==> config.mk <==
export PLATFORM = sky130hd
export DESIGN_NAME = mem_stage
export DESIGN_NICKNAME = d
export VERILOG_FILES = /design/src/rtl/mem_stage_pkg.sv /design/src/rtl/mem_stage.sv
export SDC_FILE = /design/constraint.sdc
export NUM_CORES = 1
export LEC_CHECK = 0
export ABC_AREA = 0
export ABC_CLOCK_PERIOD_IN_PS = 1840
export CAP_MARGIN = 0
export CELL_PAD_IN_SITES_DETAIL_PLACEMENT = 0
export CELL_PAD_IN_SITES_GLOBAL_PLACEMENT = 1
export CORE_MARGIN = 5
export CORE_UTILIZATION = 34
export DETAILED_ROUTE_END_ITERATION = 10
export GPL_TIMING_DRIVEN = 0
export PLACE_DENSITY_LB_ADDON = 0.1
export SYNTH_ARGS = -nofsm -noshare
export SYNTH_HDL_FRONTEND = slang
export SYNTH_SLANG_ARGS = --single-unit
==> constraint.sdc <==
create_clock -name clk -period 1.84 [get_ports clk]
set_input_delay 0.46 -clock clk [delete_from_list [all_inputs] [get_ports clk]]
set_output_delay 0.46 -clock clk [all_outputs]
set_load 0.005 [all_outputs]
==> src/rtl/mem_stage_pkg.sv <==
// Shared encodings and default widths for the memory-access stage.
package mem_stage_pkg;

   localparam int unsigned D_WIDTH_DEF = 32;
   localparam int unsigned RF_AW_DEF   = 5;
   localparam int unsigned MEMOP_W     = 2;

   localparam logic [MEMOP_W-1:0] MEMOP_PASS  = 2'b00;
   localparam logic [MEMOP_W-1:0] MEMOP_LOAD  = 2'b01;
   localparam logic [MEMOP_W-1:0] MEMOP_STORE = 2'b10;

   localparam logic [0:0] ST_IDLE   = 1'b0;
   localparam logic [0:0] ST_ACCESS = 1'b1;

   // Reserved encoding 2'b11 behaves as PASS.
   function automatic logic is_memop(input logic [MEMOP_W-1:0] op);
      return (op == MEMOP_LOAD) || (op == MEMOP_STORE);
   endfunction

endpackage

==> src/rtl/mem_stage.sv <==
// Memory-access stage: retires PASS ops in one cycle, runs LOAD/STORE over a
// req/ack data-memory handshake, and emits one registered writeback beat per op.
module mem_stage
   import mem_stage_pkg::*;
#(
   parameter int unsigned D_WIDTH = D_WIDTH_DEF,
   parameter int unsigned RF_AW   = RF_AW_DEF
) (
   input  logic               clk,
   input  logic               rst_n,
   input  logic               in_valid,
   output logic               in_ready,
   input  logic [1:0]         in_memop,
   input  logic [D_WIDTH-1:0] in_y,
   input  logic [D_WIDTH-1:0] in_sdata,
   input  logic [RF_AW-1:0]   in_rd,
   input  logic               in_regwr,
   output logic               dmem_req,
   output logic               dmem_we,
   output logic [D_WIDTH-1:0] dmem_addr,
   output logic [D_WIDTH-1:0] dmem_wdata,
   input  logic [D_WIDTH-1:0] dmem_rdata,
   input  logic               dmem_ack,
   output logic               wb_valid,
   output logic               wb_we,
   output logic [RF_AW-1:0]   wb_rd,
   output logic [D_WIDTH-1:0] wb_data,
   output logic               misalign
);

   logic [0:0]         r_state;
   logic [0:0]         w_state_nx;
   logic               r_ready;
   logic               r_req;
   logic               r_we;
   logic [D_WIDTH-1:0] r_addr;
   logic [D_WIDTH-1:0] r_wdata;
   logic [RF_AW-1:0]   r_rd;
   logic               r_regwr;
   logic               r_wb_valid;
   logic               r_wb_we;
   logic [RF_AW-1:0]   r_wb_rd;
   logic [D_WIDTH-1:0] r_wb_data;
   logic               r_misalign;

   logic               w_accept;
   logic               w_capture;
   logic               w_wb_valid_nx;
   logic               w_wb_we_nx;
   logic [RF_AW-1:0]   w_wb_rd_nx;
   logic [D_WIDTH-1:0] w_wb_data_nx;
   logic               w_misalign_nx;

   assign w_accept = in_valid & r_ready;

   // State register.
   always_ff @(posedge clk or negedge rst_n) begin
      if (!rst_n) r_state <= ST_IDLE;
      else        r_state <= w_state_nx;
   end

   // Next state and next writeback beat.
   always_comb begin
      w_state_nx    = r_state;
      w_capture     = 1'b0;
      w_wb_valid_nx = 1'b0;
      w_wb_we_nx    = 1'b0;
      w_misalign_nx = 1'b0;
      w_wb_rd_nx    = r_wb_rd;
      w_wb_data_nx  = r_wb_data;
      case (r_state)
         ST_IDLE: begin
            if (w_accept) begin
               if (!is_memop(in_memop)) begin
                  w_wb_valid_nx = 1'b1;
                  w_wb_we_nx    = in_regwr & (in_rd != '0);
                  w_wb_rd_nx    = in_rd;
                  w_wb_data_nx  = in_y;
               end else if (in_y[1:0] == 2'b00) begin
                  w_capture  = 1'b1;
                  w_state_nx = ST_ACCESS;
               end else begin
                  w_wb_valid_nx = 1'b1;
                  w_misalign_nx = 1'b1;
               end
            end
         end
         ST_ACCESS: begin
            if (dmem_ack) begin
               w_state_nx    = ST_IDLE;
               w_wb_valid_nx = 1'b1;
               w_wb_rd_nx    = r_rd;
               if (r_we) begin
                  w_wb_data_nx = '0;
               end else begin
                  w_wb_data_nx = dmem_rdata;
                  w_wb_we_nx   = r_regwr & (r_rd != '0);
               end
            end
         end
         default: w_state_nx = ST_IDLE;
      endcase
   end

   // Handshake flags track the next state so reset drops them immediately.
   always_ff @(posedge clk or negedge rst_n) begin
      if (!rst_n) begin
         r_ready <= 1'b0;
         r_req   <= 1'b0;
      end else begin
         r_ready <= (w_state_nx == ST_IDLE);
         r_req   <= (w_state_nx == ST_ACCESS);
      end
   end

   // Request payload captured at accept, stable through the access.
   always_ff @(posedge clk or negedge rst_n) begin
      if (!rst_n) begin
         r_we    <= 1'b0;
         r_addr  <= '0;
         r_wdata <= '0;
         r_rd    <= '0;
         r_regwr <= 1'b0;
      end else if (w_capture) begin
         r_we    <= (in_memop == MEMOP_STORE);
         r_addr  <= in_y;
         r_wdata <= in_sdata;
         r_rd    <= in_rd;
         r_regwr <= in_regwr;
      end
   end

   // Writeback beat.
   always_ff @(posedge clk or negedge rst_n) begin
      if (!rst_n) begin
         r_wb_valid <= 1'b0;
         r_wb_we    <= 1'b0;
         r_wb_rd    <= '0;
         r_wb_data  <= '0;
         r_misalign <= 1'b0;
      end else begin
         r_wb_valid <= w_wb_valid_nx;
         r_wb_we    <= w_wb_we_nx;
         r_wb_rd    <= w_wb_rd_nx;
         r_wb_data  <= w_wb_data_nx;
         r_misalign <= w_misalign_nx;
      end
   end

   assign in_ready   = r_ready;
   assign dmem_req   = r_req;
   assign dmem_we    = r_req & r_we;
   assign dmem_addr  = r_addr;
   assign dmem_wdata = r_wdata;
   assign wb_valid   = r_wb_valid;
   assign wb_we      = r_wb_we;
   assign wb_rd      = r_wb_rd;
   assign wb_data    = r_wb_data;
   assign misalign   = r_misalign;

endmodule
==> impl_metrics.env, run 1 <==
export IMPL_die_w_um=132
export IMPL_leakage_nw=3.74
export IMPL_post_drt_wl_per_cell_um=19.1
export IMPL_gp_congestion=0.704
export IMPL_antenna_found_initial=0
export IMPL_drt_total_wl_um=14000
export IMPL_power_density_nw_per_um2=1250
export IMPL_grt_first_pass_wirelength_um=22200
export IMPL_end_kind="register"
export IMPL_cap_violations=0
export IMPL_maxSlewViolCount=0
export IMPL_hold_path_end="dmem_addr[0]$_DFFE_PN0P_"
export IMPL_layout_common_cells="clkdlybuf4s50_1, dfrtp_1, mux2_4"
export IMPL_drt_pre_antenna_iters=6
export IMPL_path_class="input pin to register"
export IMPL_fin_crit_sh_pct=98.9
export IMPL_cpMaxStageDelayCell="clkdlybuf4s50_1"
export IMPL_netlist_area_um2=5060
export IMPL_antennaDiodeCount=0
export IMPL_grt_pass1_vias=3766
export IMPL_fin_skew_ns=0.0104
export IMPL_layout_drive_gt1_share_pct=31.0
export IMPL_worstPathArrival_ns=2.11
export IMPL_ir_worst_vdd_mv=0.692
export IMPL_synth_cells=301
export IMPL_syn_nets=410
export IMPL_crit_fanout=10
export IMPL_grt_use_total_pct=16.3
export IMPL_holdPathStages=1
export IMPL_rsz0062_at_grt="yes"
export IMPL_drc_errors=0
export IMPL_vias_per_cell=4.63
export IMPL_core_rowCount=44
export IMPL_worst_pin_slew_ns=0.703
export IMPL_dp_hpwl_um=10300
export IMPL_syn_mean_instance_area_um2=16.8
export IMPL_start_kind="input pin"
export IMPL_status="finished, final reports clean"
export IMPL_vias=3404
export IMPL_slowest_delay_ns=0.47
export IMPL_synthFlopType="dfrtp_1"
export IMPL_finalHoldViolations=0
export IMPL_cp_required_ns=2.13
export IMPL_cts_buffers=17
export IMPL_final_util_pct=55.7
export IMPL_cts_sinks=113
export IMPL_reg2reg_to="dmem_addr[22]$_DFFE_PN0P_"
export IMPL_coreArea_um2=14600
export IMPL_min_delay_start="dmem_addr[0]$_DFFE_PN0P_"
export IMPL_die_area_um2=17400
export IMPL_maxSlewHeadroom_pct=53.1
export IMPL_layout_commonest_cell="clkdlybuf4s50_1"
export IMPL_finalSetupViolCount=0
export IMPL_finalCriticalPeriod_ns=1.82
export IMPL_yosysUniqueCellTypes=24
export IMPL_synth_edf_count=0
export IMPL_async_flop_share_pct=100
export IMPL_clock_fmax_mhz=549
export IMPL_crit_chain="clkdlybuf4s50_1, inv_2, ha_4, inv_1, o21a_1, buf_6, buf_8, mux2_4"
export IMPL_ys_warn_count=0
export IMPL_postRouteAntennaNets=0
export IMPL_cts_root_buf="clkbuf_16"
export IMPL_cts_tree="done"
export IMPL_cts_max_level=4
export IMPL_r2r_start="dmem_req$_DFF_PN0_"
export IMPL_hold_path_class="register to register"
export IMPL_ctsLongestPathBuffers=2
export IMPL_die_y_um=132
export IMPL_path_clk_slew_ns=0.06
export IMPL_p_total_mw=10.2
export IMPL_ys_seq_area_share_pct=55.9
export IMPL_reg2reg_depth=7
export IMPL_r2r_setup_slack_ns=0.09
export IMPL_gr_total_overflow=0
export IMPL_insertion_delay_ns=0.41
export IMPL_port_buffers=214
export IMPL_area_growth_pct=60.6
export IMPL_start_util_pct=34.7
export IMPL_drt_iter0_markers=73
export IMPL_ys_seq_elements=113
export IMPL_ios=215
export IMPL_grt_max_degree=63
export IMPL_setup_tns_ns=0
export IMPL_nets=648
Yosys cell counts (all sizes together), types with 2 or more instances:
master / number / share of area [%]
a22o: 31 / 5.4
dfrtp: 113 / 56
nor3: 2 / 0.20
mux2: 111 / 32
buf: 18 / 3.3
or4: 2 / 0.30
o21a: 2 / 0.30
nor2: 3 / 0.22
nand2: 3 / 0.22
and2: 3 / 0.37
o21ai: 2 / 0.20
inv: 3 / 0.22
final cells by class:
type	count	area (µm²)
Multi-Input combinational cell	166	2080
Tap cell	184	230
Inverter	3	11.3
Sequential cell	113	2830
Clock inverter	12	111
Timing Repair Buffer	219	2200
Fill cell	1172	6460
Clock buffer	20	457
Buffer	19	215
report_power, final:
part           switching, mW  leakage [nW]  total [mW]  internal (mW)
registers              0.442          1.36        3.69           3.25
clock network           1.18         0.260        3.11           1.92
logic                  0.889          2.12        3.37           2.48
routing by layer:
metal / part of all wire (%) / vias to the layer above / global-route usage [%] / wire length, µm
met5: 0 / - / 0 / 0
met1: 44 / 1671 / 20.8 / 6170
met3: 6.3 / 28 / 5.80 / 885
met2: 47 / 126 / 25.4 / 6630
met4: 2.5 / 0 / 6.46 / 355
li1: - / 1579 / - / -
how the worst max path moves through the flow:
stage,to,cells past startpoint,start,slack (ns)
3_5_place_dp,dmem_addr[16]$_DFFE_PN0P_,8,in_memop[0],-0.54
4_1_cts,dmem_we,3,dmem_req$_DFF_PN0_,0.002
6_report,wb_data[14]$_DFFE_PN0P_,8,in_memop[0],0.02
2_1_floorplan,dmem_addr[10]$_DFFE_PN0P_,7,in_memop[0],0.08
5_1_grt,dmem_wdata[3]$_DFFE_PN0P_,8,in_memop[0],-0.005
3_3_place_gp,dmem_wdata[16]$_DFFE_PN0P_,1,rst_n,-4.30
cell families (layout without fill, tap and decap cells):
group	after synthesis	count (layout)	share of synthesized area, %
buffers and inverters	22	273	3.61
AO/OA/AOI/OAI	37	37	6.20
AND/OR/NAND/NOR	17	17	2.27
multiplexers	111	111	31.8
adder cells (fa/ha/maj)	1	1	0.247
flip-flops	113	113	55.9
repair_timing:
item	CTS	global route
hold buffers	1	0
resized for setup	5	13
endpoints found under the hold margin	2	0
buffers inserted	1	2
pin swaps	0	1
gates cloned	0	0
setup endpoints to repair	97	40
stage by stage:
stage                     area, µm²  hold slack (ns)  setup slack [ns]  instances
final                          8130            0.492            0.0193        736
after global routing           8130            0.507          -0.00484        736
after floorplan                5060            0.164            0.0761        301
after detailed placement       7460            0.441            -0.537        700
after global placement         7430            0.470             -4.30        699
after CTS                      8070            0.498           0.00198        734
critical path: cells and delay by family:
| family | cells | cell delay (ns) |
|---|---|---|
| multiplexers | 1 | 0.30 |
| adder cells (fa/ha/maj) | 1 | 0.29 |
| AO/OA/AOI/OAI | 1 | 0.18 |
| buffers and inverters | 5 | 0.88 |
flip-flops by register name (all words and copies together), names as in the netlist:
signal	count
wb_data	32
in_ready	1
dmem_req	1
dmem_addr	32
wb_valid	1
dmem_wdata	32
wb_we	1
misalign	1
wb_rd	5
r_rd	5
r_regwr	1
r_we	1
No activity file was read; power rests on OpenSTA's default activity.
==> run 2, diff against run 1 <==
- CORE_ASPECT_RATIO: default -> 0.7
==> run 2 against run 1 <==
Against the previous run:
- sequential power is essentially flat
- worst hold slack lost 0.0053 ns
- sequential share of layout area shrank 0.66 points
- cell count grew 2.0%
- non-clock buffer count grew 4
- core utilization grew 0.93 points
- critical path type is now register to output pin
- critical endpoint is now dmem_we
- largest cell class unchanged
==> impl_metrics.env, run 2 (synthesis gave the netlist of run 1 again) <==
export IMPL_antennaDiodeCount=0
export IMPL_maxSlewViolCount=0
export IMPL_cts_buffers=17
export IMPL_grt_max_degree=79
export IMPL_path_clk_slew_ns=0.06
export IMPL_ir_worst_vdd_mv=0.597
export IMPL_start_kind="register"
export IMPL_cap_violations=0
export IMPL_final_util_pct=56.7
export IMPL_insertion_delay_ns=0.40
export IMPL_layout_commonest_cell="clkdlybuf4s50_1"
export IMPL_gr_total_overflow=0
export IMPL_cts_root_buf="clkbuf_16"
export IMPL_core_rowCount=37
export IMPL_grt_pass1_vias=3711
export IMPL_cts_sinks=113
export IMPL_dpl_cell_count=711
export IMPL_leakage_nw=3.84
export IMPL_pre_cts_slack_ns=-0.597
export IMPL_finalHoldViolations=0
export IMPL_gp_congestion=0.755
export IMPL_layout_setup_ws_ns=0.0545
export IMPL_grt_first_pass_wirelength_um=22300
export IMPL_endpoint="dmem_we"
export IMPL_hold_worst_slack_ns=0.487
export IMPL_coreArea_um2=14600
export IMPL_finalCriticalPeriod_ns=1.79
export IMPL_dpl_cell_area_um2=7480
export IMPL_worstPathArrival_ns=1.33
export IMPL_end_kind="output pin"
export IMPL_drc_errors=0
export IMPL_status="finished, final reports clean"
export IMPL_fin_skew_ns=0.00576
export IMPL_dp_hpwl_um=10500
export IMPL_grt_use_total_pct=16.6
export IMPL_crit_fanout=5
export IMPL_fin_crit_sh_pct=97.0
export IMPL_r2r_setup_slack_ns=0.18
export IMPL_final_cells=751
export IMPL_clock_fmax_mhz=560
export IMPL_area_growth_pct=63.7
export IMPL_port_buffers=214
export IMPL_reg2reg_depth=6
export IMPL_final_area_um2=8290
export IMPL_vias_per_cell=4.65
export IMPL_rsz0062_at_grt="no"
export IMPL_cp_required_ns=1.38
export IMPL_setup_tns_ns=0
export IMPL_cts_max_level=4
export IMPL_r2r_start="dmem_req$_DFF_PN0_"
export IMPL_maxSlewHeadroom_pct=60.4
export IMPL_die_w_um=156
export IMPL_layout_common_cells="clkdlybuf4s50_1, dfrtp_1, mux2_4"
export IMPL_p_total_mw=10.5
export IMPL_crit_start="r_we$_DFFE_PN0P_"
export IMPL_vias=3489
export IMPL_die_y_um=112
export IMPL_post_drt_wl_per_cell_um=19.4
export IMPL_reg2reg_to="wb_rd[0]$_DFFE_PN0P_"
export IMPL_drt_pre_antenna_iters=4
export IMPL_worst_pin_slew_ns=0.594
export IMPL_ios=215
export IMPL_ctsLongestPathBuffers=2
export IMPL_layout_drive_gt1_share_pct=32.0
export IMPL_drt_total_wl_um=14600
export IMPL_hold_path_class="input pin to register"
export IMPL_nets=652
export IMPL_power_density_nw_per_um2=1270
export IMPL_path_class="register to output pin"
export IMPL_antenna_found_initial=0
export IMPL_drt_iter0_markers=99
export IMPL_finalSetupViolCount=0
export IMPL_die_area_um2=17500
export IMPL_start_util_pct=34.6
export IMPL_postRouteAntennaNets=0
export IMPL_cts_tree="done"
run 2: cell count changes in the layout (fill, tap and decap cells not counted), moves of 2 or more:
cell | previous run | this run
inv_6 | 0 | 3
buf_4 | 3 | 5
clkdlybuf4s50_1 | 211 | 209
buf_6 | 6 | 3
clkbuf_16 | 17 | 19
clkbuf_8 | 2 | 0
dlymetal6s2s_1 | 0 | 2
bufinv_16 | 1 | 3
clkinvlp_4 | 6 | 3
buf_12 | 2 | 5
run 2: power by group:
group          switching, mW  internal (mW)
sequential             0.451           3.25
combinational          0.905           2.52
clock                   1.24           2.14
total                   2.60           7.92
run 2: layer usage:
metal / vias up / wire length, µm / track usage [%] / share of wire, %
met5: - / 0 / 0 / 0
met4: 0 / 106 / 4.02 / 0.73
li1: 1591 / - / - / -
met3: 10 / 1010 / 5.63 / 6.9
met1: 1772 / 6920 / 23.8 / 48
met2: 116 / 6530 / 24.2 / 45
run 2: worst min path at each step:
stage	start	end	depth (start not counted)
finish	in_memop[1]	r_we$_DFFE_PN0P_	3
global route	in_memop[1]	r_we$_DFFE_PN0P_	3
CTS	dmem_addr[1]$_DFFE_PN0P_	dmem_addr[1]$_DFFE_PN0P_	1
detailed placement	rst_n	dmem_wdata[9]$_DFFE_PN0P_	1
global placement	dmem_addr[0]$_DFFE_PN0P_	dmem_addr[0]$_DFFE_PN0P_	1
floorplan	rst_n	dmem_addr[0]$_DFFE_PN0P_	0
run 2: area by class of cell:
class / count / area, µm²
inverter: 3 / 11.3
timing repair buffer: 223 / 2270
buffer: 19 / 241
sequential: 113 / 2830
tap: 195 / 244
clock inverter: 15 / 184
fill: 1238 / 6340
clock buffer: 17 / 425
multi-input combinational: 166 / 2080
run 2: timing repair:
action | in CTS | in global routing
endpoints found under the setup margin | 97 | 97
hold buffers | 1 | 0
hold endpoints to repair | 35 | 0
resized for setup | 15 | 14
cloned | 0 | 2
pin swaps | 1 | 1
buffers inserted | 1 | 4
run 2: critical path: stages (launching register included):
cell           delay, ns
dfrtp_1             0.46
and2_1              0.19
dlygate4sd2_1       0.28
==> run 3, diff against run 2 <==
- ABC_CLOCK_PERIOD_IN_PS: 1840 -> 2000
- clock period: 1.84 -> 2 ns (I/O delays scaled with it)
==> run 3 against run 2 <==
Against the previous run:
- combinational power down 9.9%
- sequential cell count unchanged
- die area unchanged
==> impl_metrics.env, run 3 (synthesis gave the netlist of run 1 again) <==
export IMPL_fin_skew_ns=0.00704
export IMPL_layout_common_cells="clkdlybuf4s50_1, dfrtp_1, mux2_4"
export IMPL_path_class="input pin to register"
export IMPL_antennaDiodeCount=0
export IMPL_finalCriticalPeriod_ns=1.94
export IMPL_pre_cts_slack_ns=-0.477
export IMPL_ctsLongestPathBuffers=2
export IMPL_gp_congestion=0.755
export IMPL_layout_drive_gt1_share_pct=30.7
export IMPL_nets=646
export IMPL_cts_sinks=113
export IMPL_worstPathArrival_ns=2.23
export IMPL_fin_crit_sh_pct=97.2
export IMPL_cap_violations=0
export IMPL_ios=215
export IMPL_dpl_cell_area_um2=7480
export IMPL_cp_required_ns=2.28
export IMPL_crit_fanout=10
export IMPL_start_util_pct=34.6
export IMPL_grt_first_pass_wirelength_um=22300
export IMPL_leakage_nw=3.75
export IMPL_drt_pre_antenna_iters=4
export IMPL_ir_worst_vdd_mv=0.547
export IMPL_power_density_nw_per_um2=1180
export IMPL_grt_max_degree=79
export IMPL_port_buffers=214
export IMPL_cts_buffers=17
export IMPL_hold_path_end="dmem_addr[1]$_DFFE_PN0P_"
export IMPL_finalSetupViolCount=0
export IMPL_dp_hpwl_um=10500
export IMPL_rsz0062_at_grt="no"
export IMPL_grt_pass1_vias=3711
export IMPL_die_w_um=156
export IMPL_regArea_um2=2830
export IMPL_fillers=1255
export IMPL_clock_fmax_mhz=514
export IMPL_drc_errors=0
export IMPL_hold_path_class="register to register"
export IMPL_r2r_setup_slack_ns=0.37
export IMPL_grt_use_total_pct=16.6
export IMPL_holdPathStages=1
export IMPL_status="finished, final reports clean"
export IMPL_postRouteAntennaNets=0
export IMPL_start_kind="input pin"
export IMPL_insertion_delay_ns=0.41
export IMPL_r2r_start="dmem_req$_DFF_PN0_"
export IMPL_multi_input_area_um2=2060
export IMPL_cts_max_level=4
export IMPL_area_growth_pct=60.6
export IMPL_maxSlewViolCount=0
export IMPL_cts_tree="done"
export IMPL_min_delay_start="dmem_addr[1]$_DFFE_PN0P_"
export IMPL_reg2reg_to="wb_data[21]$_DFFE_PN0P_"
export IMPL_final_area_um2=8130
export IMPL_post_drt_wl_per_cell_um=19.4
export IMPL_layout_setup_ws_ns=0.0555
export IMPL_reg2reg_depth=6
export IMPL_cts_root_buf="clkbuf_16"
export IMPL_finalHoldViolations=0
export IMPL_die_y_um=112
export IMPL_layout_commonest_cell="clkdlybuf4s50_1"
export IMPL_antenna_found_initial=0
export IMPL_gr_total_overflow=0
export IMPL_core_rowCount=37
export IMPL_vias=3448
export IMPL_drt_iter0_markers=95
export IMPL_end_kind="register"
export IMPL_die_area_um2=17500
export IMPL_drt_total_wl_um=14400
export IMPL_maxSlewHeadroom_pct=60.4
export IMPL_path_clk_slew_ns=0.06
export IMPL_coreArea_um2=14600
export IMPL_worst_pin_slew_ns=0.594
export IMPL_vias_per_cell=4.63
-- run 3: cell types whose count changed in the layout (fill, tap and decap cells not counted), sizes merged --
cell / before / now
buf: 25 / 21
clkbuf: 20 / 18
clkdlybuf4s50: 209 / 212
dlygate4sd2: 2 / 1
dlymetal6s2s: 2 / 0
-- run 3: what timing repair did --
| item | CTS | global route |
|---|---|---|
| setup endpoints to repair | 67 | 77 |
| endpoints found under the hold margin | 35 | 0 |
| gates resized for setup | 3 | 5 |
| hold buffers | 1 | 0 |
| setup buffers | 1 | 0 |
-- run 3: layer usage --
metal / GRT usage [%] / wire [µm]
met1: 23.7 / 6900
met2: 24.2 / 6410
met3: 5.63 / 1060
met4: 4.02 / 77
met5: 0 / 0
-- run 3: how the worst max path moves through the flow --
stage               cells after the start  slack (ns)                        end        start
floorplan                               7        0.20  dmem_addr[10]$_DFFE_PN0P_  in_memop[0]
global placement                        1       -4.23   dmem_addr[5]$_DFFE_PN0P_        rst_n
detailed placement                      8       -0.48  dmem_addr[16]$_DFFE_PN0P_  in_memop[0]
CTS                                     8        0.01       wb_rd[0]$_DFFE_PN0P_  in_memop[0]
global route                            8        0.03    wb_data[24]$_DFFE_PN0P_  in_memop[0]
finish                                  8        0.06    wb_data[21]$_DFFE_PN0P_  in_memop[0]
-- run 3: area by class of cell --
cell class / count / area share, %
buffer: 19 / 2.35
clock inverter: 15 / 2.26
tap: 195 / 3.00
sequential: 113 / 34.8
timing repair buffer: 217 / 26.9
inverter: 3 / 0.139
clock buffer: 17 / 5.23
multi-input combinational: 166 / 25.3
-- run 3: metrics by stage --
step	util (%)	instances	TNS (ns)	power, mW	hold slack, ns
after floorplan	-	301	0	4.65	0.204
after global placement	50.9	710	-520.59	6.50	0.472
after detailed placement	51.1	711	-45.42	6.54	0.423
after CTS	55.4	745	0	9.75	0.492
after global routing	55.6	745	0	10.1	0.504
final	55.6	745	0	9.61	0.492
-- run 3: worst max-delay path, stage by stage --
cell and delay [ns]:
clkdlybuf4s50_1 0.45, inv_1 0.04, ha_2 0.37, inv_1 0.05
o21a_1 0.18, buf_6 0.16, buf_8 0.17, mux2_4 0.30
-- run 3: power breakdown --
| part | switching [mW] | internal (mW) | total [mW] |
|---|---|---|---|
| registers | 0.414 | 2.99 | 3.40 |
| clock network | 1.14 | 1.97 | 3.12 |
| logic | 0.819 | 2.27 | 3.09 |
